### src/rtl/rs232_fifo_port.sv
// Memory-mapped RS232 port: RX/TX byte FIFOs, status/control registers,
// received-byte counter, free-running timestamp counter and a TX drain FSM.
module rs232_fifo_port #(
    parameter int RX_AW = 4,
    parameter int TX_AW = 4,
    parameter int TSC_W = 32
) (
    input  logic        clk,
    input  logic        rst,
    input  logic [31:0] req_a,
    input  logic        req_r,
    input  logic        req_w,
    input  logic [31:0] req_wd,
    output logic [31:0] res_rd,
    output logic        res_hold,
    input  logic        rs232in_attention,
    input  logic [7:0]  rs232in_data,
    input  logic        rs232out_busy,
    output logic        rs232out_w,
    output logic [7:0]  rs232out_d,
    output logic        irq
);

    localparam logic [2:0] A_STATUS = 3'd0;
    localparam logic [2:0] A_DATA   = 3'd1;
    localparam logic [2:0] A_RXCNT  = 3'd2;
    localparam logic [2:0] A_TSC    = 3'd3;
    localparam logic [2:0] A_CTRL   = 3'd4;

    localparam logic [1:0] ST_IDLE = 2'd0;
    localparam logic [1:0] ST_SEND = 2'd1;
    localparam logic [1:0] ST_GAP  = 2'd2;

    localparam int RX_DEPTH = 1 << RX_AW;
    localparam int TX_DEPTH = 1 << TX_AW;
    localparam logic [RX_AW:0] RX_FULL_LVL = RX_DEPTH[RX_AW:0];
    localparam logic [TX_AW:0] TX_FULL_LVL = TX_DEPTH[TX_AW:0];

    logic [2:0] sel;
    logic       unused;

    logic [7:0]       rx_mem [RX_DEPTH];
    logic [RX_AW-1:0] rx_wp, rx_rp;
    logic [RX_AW:0]   rx_level;
    logic             rx_empty, rx_full, rx_push, rx_pop, rx_drop;

    logic [7:0]       tx_mem [TX_DEPTH];
    logic [TX_AW-1:0] tx_wp, tx_rp;
    logic [TX_AW:0]   tx_level;
    logic             tx_empty, tx_full, tx_push, tx_pop, tx_drop;

    logic             rx_overrun, tx_overflow, rx_ie, tx_ie;
    logic [7:0]       rxcnt;
    logic [TSC_W-1:0] tsc;
    logic [1:0]       state, state_next;
    logic [31:0]      status, rd_value;
    logic             tx_ready;

    assign sel      = req_a[4:2];
    assign unused   = &{1'b0, req_a[31:5], req_a[1:0], req_wd[31:8], req_wd[3:2]};
    assign res_hold = 1'b0;

    // A read that coincides with a write keeps the pre-write value and has no pop.
    assign rx_empty = (rx_level == '0);
    assign rx_full  = (rx_level == RX_FULL_LVL);
    assign rx_pop   = req_r & ~req_w & (sel == A_DATA) & ~rx_empty;
    assign rx_push  = rs232in_attention & (~rx_full | rx_pop);
    assign rx_drop  = rs232in_attention & rx_full & ~rx_pop;

    assign tx_empty = (tx_level == '0);
    assign tx_full  = (tx_level == TX_FULL_LVL);
    assign tx_pop   = (state == ST_SEND) & ~tx_empty;
    assign tx_push  = req_w & (sel == A_DATA) & (~tx_full | tx_pop);
    assign tx_drop  = req_w & (sel == A_DATA) & tx_full & ~tx_pop;

    assign tx_ready   = ~tx_empty & ~rs232out_busy;
    assign rs232out_w = tx_pop;
    assign rs232out_d = tx_empty ? 8'h00 : tx_mem[tx_rp];

    // RX byte storage (contents need no reset; pointers qualify them).
    always_ff @(posedge clk) begin
        if (rx_push) rx_mem[rx_wp] <= rs232in_data;
    end

    // TX byte storage.
    always_ff @(posedge clk) begin
        if (tx_push) tx_mem[tx_wp] <= req_wd[7:0];
    end

    // RX pointers and occupancy.
    always_ff @(posedge clk or negedge rst) begin
        if (!rst) begin
            rx_wp    <= '0;
            rx_rp    <= '0;
            rx_level <= '0;
        end else begin
            if (rx_push) rx_wp <= rx_wp + RX_AW'(1);
            if (rx_pop)  rx_rp <= rx_rp + RX_AW'(1);
            case ({rx_push, rx_pop})
                2'b10:   rx_level <= rx_level + (RX_AW+1)'(1);
                2'b01:   rx_level <= rx_level - (RX_AW+1)'(1);
                default: rx_level <= rx_level;
            endcase
        end
    end

    // TX pointers and occupancy.
    always_ff @(posedge clk or negedge rst) begin
        if (!rst) begin
            tx_wp    <= '0;
            tx_rp    <= '0;
            tx_level <= '0;
        end else begin
            if (tx_push) tx_wp <= tx_wp + TX_AW'(1);
            if (tx_pop)  tx_rp <= tx_rp + TX_AW'(1);
            case ({tx_push, tx_pop})
                2'b10:   tx_level <= tx_level + (TX_AW+1)'(1);
                2'b01:   tx_level <= tx_level - (TX_AW+1)'(1);
                default: tx_level <= tx_level;
            endcase
        end
    end

    // Sticky error flags (a set in the same cycle beats a clear), control, counters.
    always_ff @(posedge clk or negedge rst) begin
        if (!rst) begin
            rx_overrun  <= 1'b0;
            tx_overflow <= 1'b0;
            rx_ie       <= 1'b0;
            tx_ie       <= 1'b0;
            rxcnt       <= '0;
            tsc         <= '0;
        end else begin
            if (rx_drop)
                rx_overrun <= 1'b1;
            else if (req_w && sel == A_STATUS && req_wd[4])
                rx_overrun <= 1'b0;
            if (tx_drop)
                tx_overflow <= 1'b1;
            else if (req_w && sel == A_STATUS && req_wd[5])
                tx_overflow <= 1'b0;
            if (req_w && sel == A_CTRL) begin
                rx_ie <= req_wd[0];
                tx_ie <= req_wd[1];
            end
            if (rs232in_attention) rxcnt <= rxcnt + 8'd1;
            tsc <= tsc + TSC_W'(1);
        end
    end

    // TX drain sequencing; the gap cycle doubles as the idle decision point so
    // back-to-back bytes leave exactly one strobe-free cycle between them.
    always_comb begin
        state_next = state;
        case (state)
            ST_IDLE: if (tx_ready) state_next = ST_SEND;
            ST_SEND: state_next = ST_GAP;
            ST_GAP:  state_next = tx_ready ? ST_SEND : ST_IDLE;
            default: state_next = ST_IDLE;
        endcase
    end

    // TX state register.
    always_ff @(posedge clk or negedge rst) begin
        if (!rst) state <= ST_IDLE;
        else      state <= state_next;
    end

    // Register read multiplexer.
    always_comb begin
        status = {8'h00, 8'(tx_level), 8'(rx_level), 2'b00,
                  tx_overflow, rx_overrun, rx_full, rx_empty, tx_empty, tx_full};
        rd_value = 32'h0;
        case (sel)
            A_STATUS: rd_value = status;
            A_DATA:   rd_value = rx_empty ? 32'h0 : {24'h0, rx_mem[rx_rp]};
            A_RXCNT:  rd_value = {24'h0, rxcnt};
            A_TSC:    rd_value = 32'(tsc);
            A_CTRL:   rd_value = {30'h0, tx_ie, rx_ie};
            default:  rd_value = 32'h0;
        endcase
    end

    // Registered read data (zero when no read) and interrupt.
    always_ff @(posedge clk or negedge rst) begin
        if (!rst) begin
            res_rd <= '0;
            irq    <= 1'b0;
        end else begin
            res_rd <= req_r ? rd_value : 32'h0;
            irq    <= (rx_ie & ~rx_empty) | (tx_ie & tx_empty);
        end
    end

endmodule

### config.mk
export PLATFORM = sky130hd
export DESIGN_NAME = rs232_fifo_port
export DESIGN_NICKNAME = d
export VERILOG_FILES = /design/src/rtl/rs232_fifo_port.sv
export SDC_FILE = /design/constraint.sdc
export NUM_CORES = 1
export LEC_CHECK = 0
export ABC_AREA = 1
export BUFFER_PORTS_ARGS = -buffer_cell sky130_fd_sc_hd__buf_2
export CORE_MARGIN = 8
export CORE_UTILIZATION = 25
export CTS_CLUSTER_SIZE = 40
export DETAILED_ROUTE_END_ITERATION = 6
export PLACE_DENSITY = 0.4
export SLEW_MARGIN = 20
export SYNTH_ARGS = -nofsm -noshare
export SYNTH_HDL_FRONTEND = slang
export SYNTH_SLANG_ARGS = --single-unit
### constraint.sdc
create_clock -name clk -period 4.2 [get_ports clk]
set_clock_uncertainty 0.1 [all_clocks]
set_input_delay 0.63 -clock clk [delete_from_list [all_inputs] [get_ports clk]]
set_output_delay 0.63 -clock clk [all_outputs]
set_load 0.01 [all_outputs]
==> impl_metrics.tcl <==
set metrics [dict create \
    status "completed" \
    cts_tree "built" \
    grt_pass1_wl_um 62400 \
    critPathCaptureType "output port" \
    ios 121 \
    r2r_start "tx_level[1]" \
    cts.htree.levels 2 \
    clock-sinks 361 \
    grt_util_all_layers_pct 11.6 \
    ir_drop_uv 272 \
    syn_avg_cell_area_um2 11.7 \
    port_buffers 66 \
    r2r_slack_ns 1.58 \
    fillers 6171 \
    final_cell_mix "edfxtp_1, nor2_1, o21ai_0" \
    synth_cell_type_count 48 \
    powerDensity_nw_per_um2 615 \
    totalNegativeSetupSlack_ns 0 \
    synth_nets 1390 \
    holdBufCountCts 0 \
    ys_warn_count 0 \
    tightest_slew_ns 0.992 \
    yosysTopAreaCell "edfxtp_1" \
    clk_pin_slew_ns 0.06 \
    yosys-top-cells-area "edfxtp_1, dfrtp_1, nor2_1" \
    cp_cell_sequence "inv_2 -> buf_12 -> o21ai_0 -> o221ai_1 -> nand3_1 -> a21oi_1 -> buf_2" \
    coreArea_um2 60200 \
    hpwl_um 25300 \
    root_buffer "clkbuf_16" \
    routed_via_density 4.42 \
    start_util_pct 25.2 \
    fmax_ghz 0.274 \
    drtIter0Drc 549 \
    syn_area_um2 15200 \
    synth_seq_cells 361 \
    slowest_delay_ns 0.60 \
    cts_buffers 42 \
    area_growth_pct 16.7 \
    antenna_found_initial 2 \
    p_leak_nw 6.63 \
    cp.required_ns 3.47 \
    report.final.slew_viol_count 0 \
    ant_nets 0 \
    cts_resized 0 \
    dr.pass1.iters 4 \
    final_common_cell "edfxtp_1" \
    slowest_stage "dfrtp_2" \
    critical_path_class "reg2out" \
    wirelength_um 40100 \
    grt_pass1_vias 9863 \
    synth_top_area_share_pct 50.6 \
    fin_crit_ns 3.65 \
    finalHoldViolCount 0 \
    final_nets 1468 \
    drive_gt1_share_pct 13.3 \
    period_share_pct 86.8 \
    die_y_um 263 \
    synthCells 1298 \
    clk_latency_ns 0.57 \
    fp.dieW_um 263 \
    arrival_ns 2.92 \
    clk_path_buf_depth 3 \
    worstPathMaxFanout 33 \
    crit_path_start "tx_rp[0]" \
    rsz0062_at_grt "false" \
    hp-class "in2async" \
    overflow 0 \
    gp_congestion 0.763 \
    setup_violations 0 \
    maxCapViolCount 0 \
    cp-start-kind "flip-flop" \
    num_vias 9685 \
    rows 90 \
    postCtsSetupBuffers 0 \
    die-area_um2 69000 \
    seq_area_frac_synth_pct 67.8 \
    whs_ns 0.0531 \
    grt_max_degree 72 \
    drc 0 \
    wl_per_cell_um 18.3 \
    relSlewSlack_pct 33.6 \
    diodes 0 \
]
## worst paths after layout
check	end	cells after the start
worst min-delay path	rx_level[4]	1
worst max register to register	tx_mem[7][6]	8
min in group clk	state[0]	2
worst max-delay path	rs232out_d[5]	7
worst min register to register	state[0]	1
max in group asynchronous	res_rd[26]	2
## per-layer routing
| layer | up-vias | global-route usage, % | wire (um) |
|---|---|---|---|
| met4 | 4 | 3.25 | 766 |
| li1 | 4729 | - | - |
| met5 | - | 0 | 18 |
| met2 | 145 | 18.4 | 18300 |
| met1 | 4757 | 15.9 | 19400 |
| met3 | 50 | 2.36 | 1640 |
## registers in the layout, indices dropped and copies added (netlist names)
register and count:
rx_mem 128, tx_mem 128, res_rd 32, tsc 32, rxcnt 8, rx_level 5
tx_level 5, rx_rp 4, rx_wp 4, tx_rp 4, tx_wp 4, state 2
irq 1, rx_ie 1, rx_overrun 1, tx_ie 1, tx_overflow 1
## metrics by stage
step                setup WS, ns  total power, W  utilization [%]  cell area [um2]  cells
global placement            1.08         0.00762             27.4            16500   2114
finish                     0.553          0.0109             29.5            17800   2192
detailed placement          1.07         0.00764             27.4            16500   2114
floorplan                   1.80         0.00645                -            15200   1298
global route               0.358          0.0116             29.5            17800   2192
CTS                        0.487          0.0111             29.5            17800   2192
## cell type report
class                   count  area [um2]  share of cell area (%)
multi-input cells         793        4310                    24.3
inverters                  87         329                    1.85
well taps                 782         978                    5.51
repair buffers             91         546                    3.07
clock inverters            27         183                    1.03
clock buffers              51        1080                    6.11
flip-flops and latches    361       10300                    58.1
## Yosys cell counts, drive strengths merged
cell type and n:
a22o 1, mux2 2, a31oi 1, nand2 148, xor2 42, xnor2 11, o21ai 147, nor2 227
buf 23, o31ai 1, a221oi 1, dfrtp 105, clkbuf 34, a41oi 1, nor3 19, nand3 43
a32o 1, nor4 3, inv 81, a21oi 38, o221ai 32, o211ai 27, ha 14, clkinv 6
nand4 17, conb 1, o22ai 16, edfxtp 256
## report_power, final
part	internal (W)	switching, W	leakage [nW]
clock	0.00196	0.00146	0.619
sequential	0.00416	0.000280	3.67
combinational	0.000936	0.00212	2.34
## cell families (layout without fill, tap and decap cells)
group	Yosys count	in the layout	synth area share, %
buf+inv	144	256	3.81
compound gates	266	266	10.4
other cells	1	1	0.0247
flops	361	361	67.8
fa+ha+maj	14	14	1.15
xor+xnor	53	53	3.05
mux	2	2	0.148
simple gates	457	457	13.5
## worst max-delay path, delay by kind of cell, from the launching register on
family                 cells  cell delay [ns]
AOI/OAI and AO/OA          3             0.69
buffers and inverters      3             0.91
and+or+nand+nor            1             0.13
DFF                        1             0.60
Power figures use the tool's default switching activity.
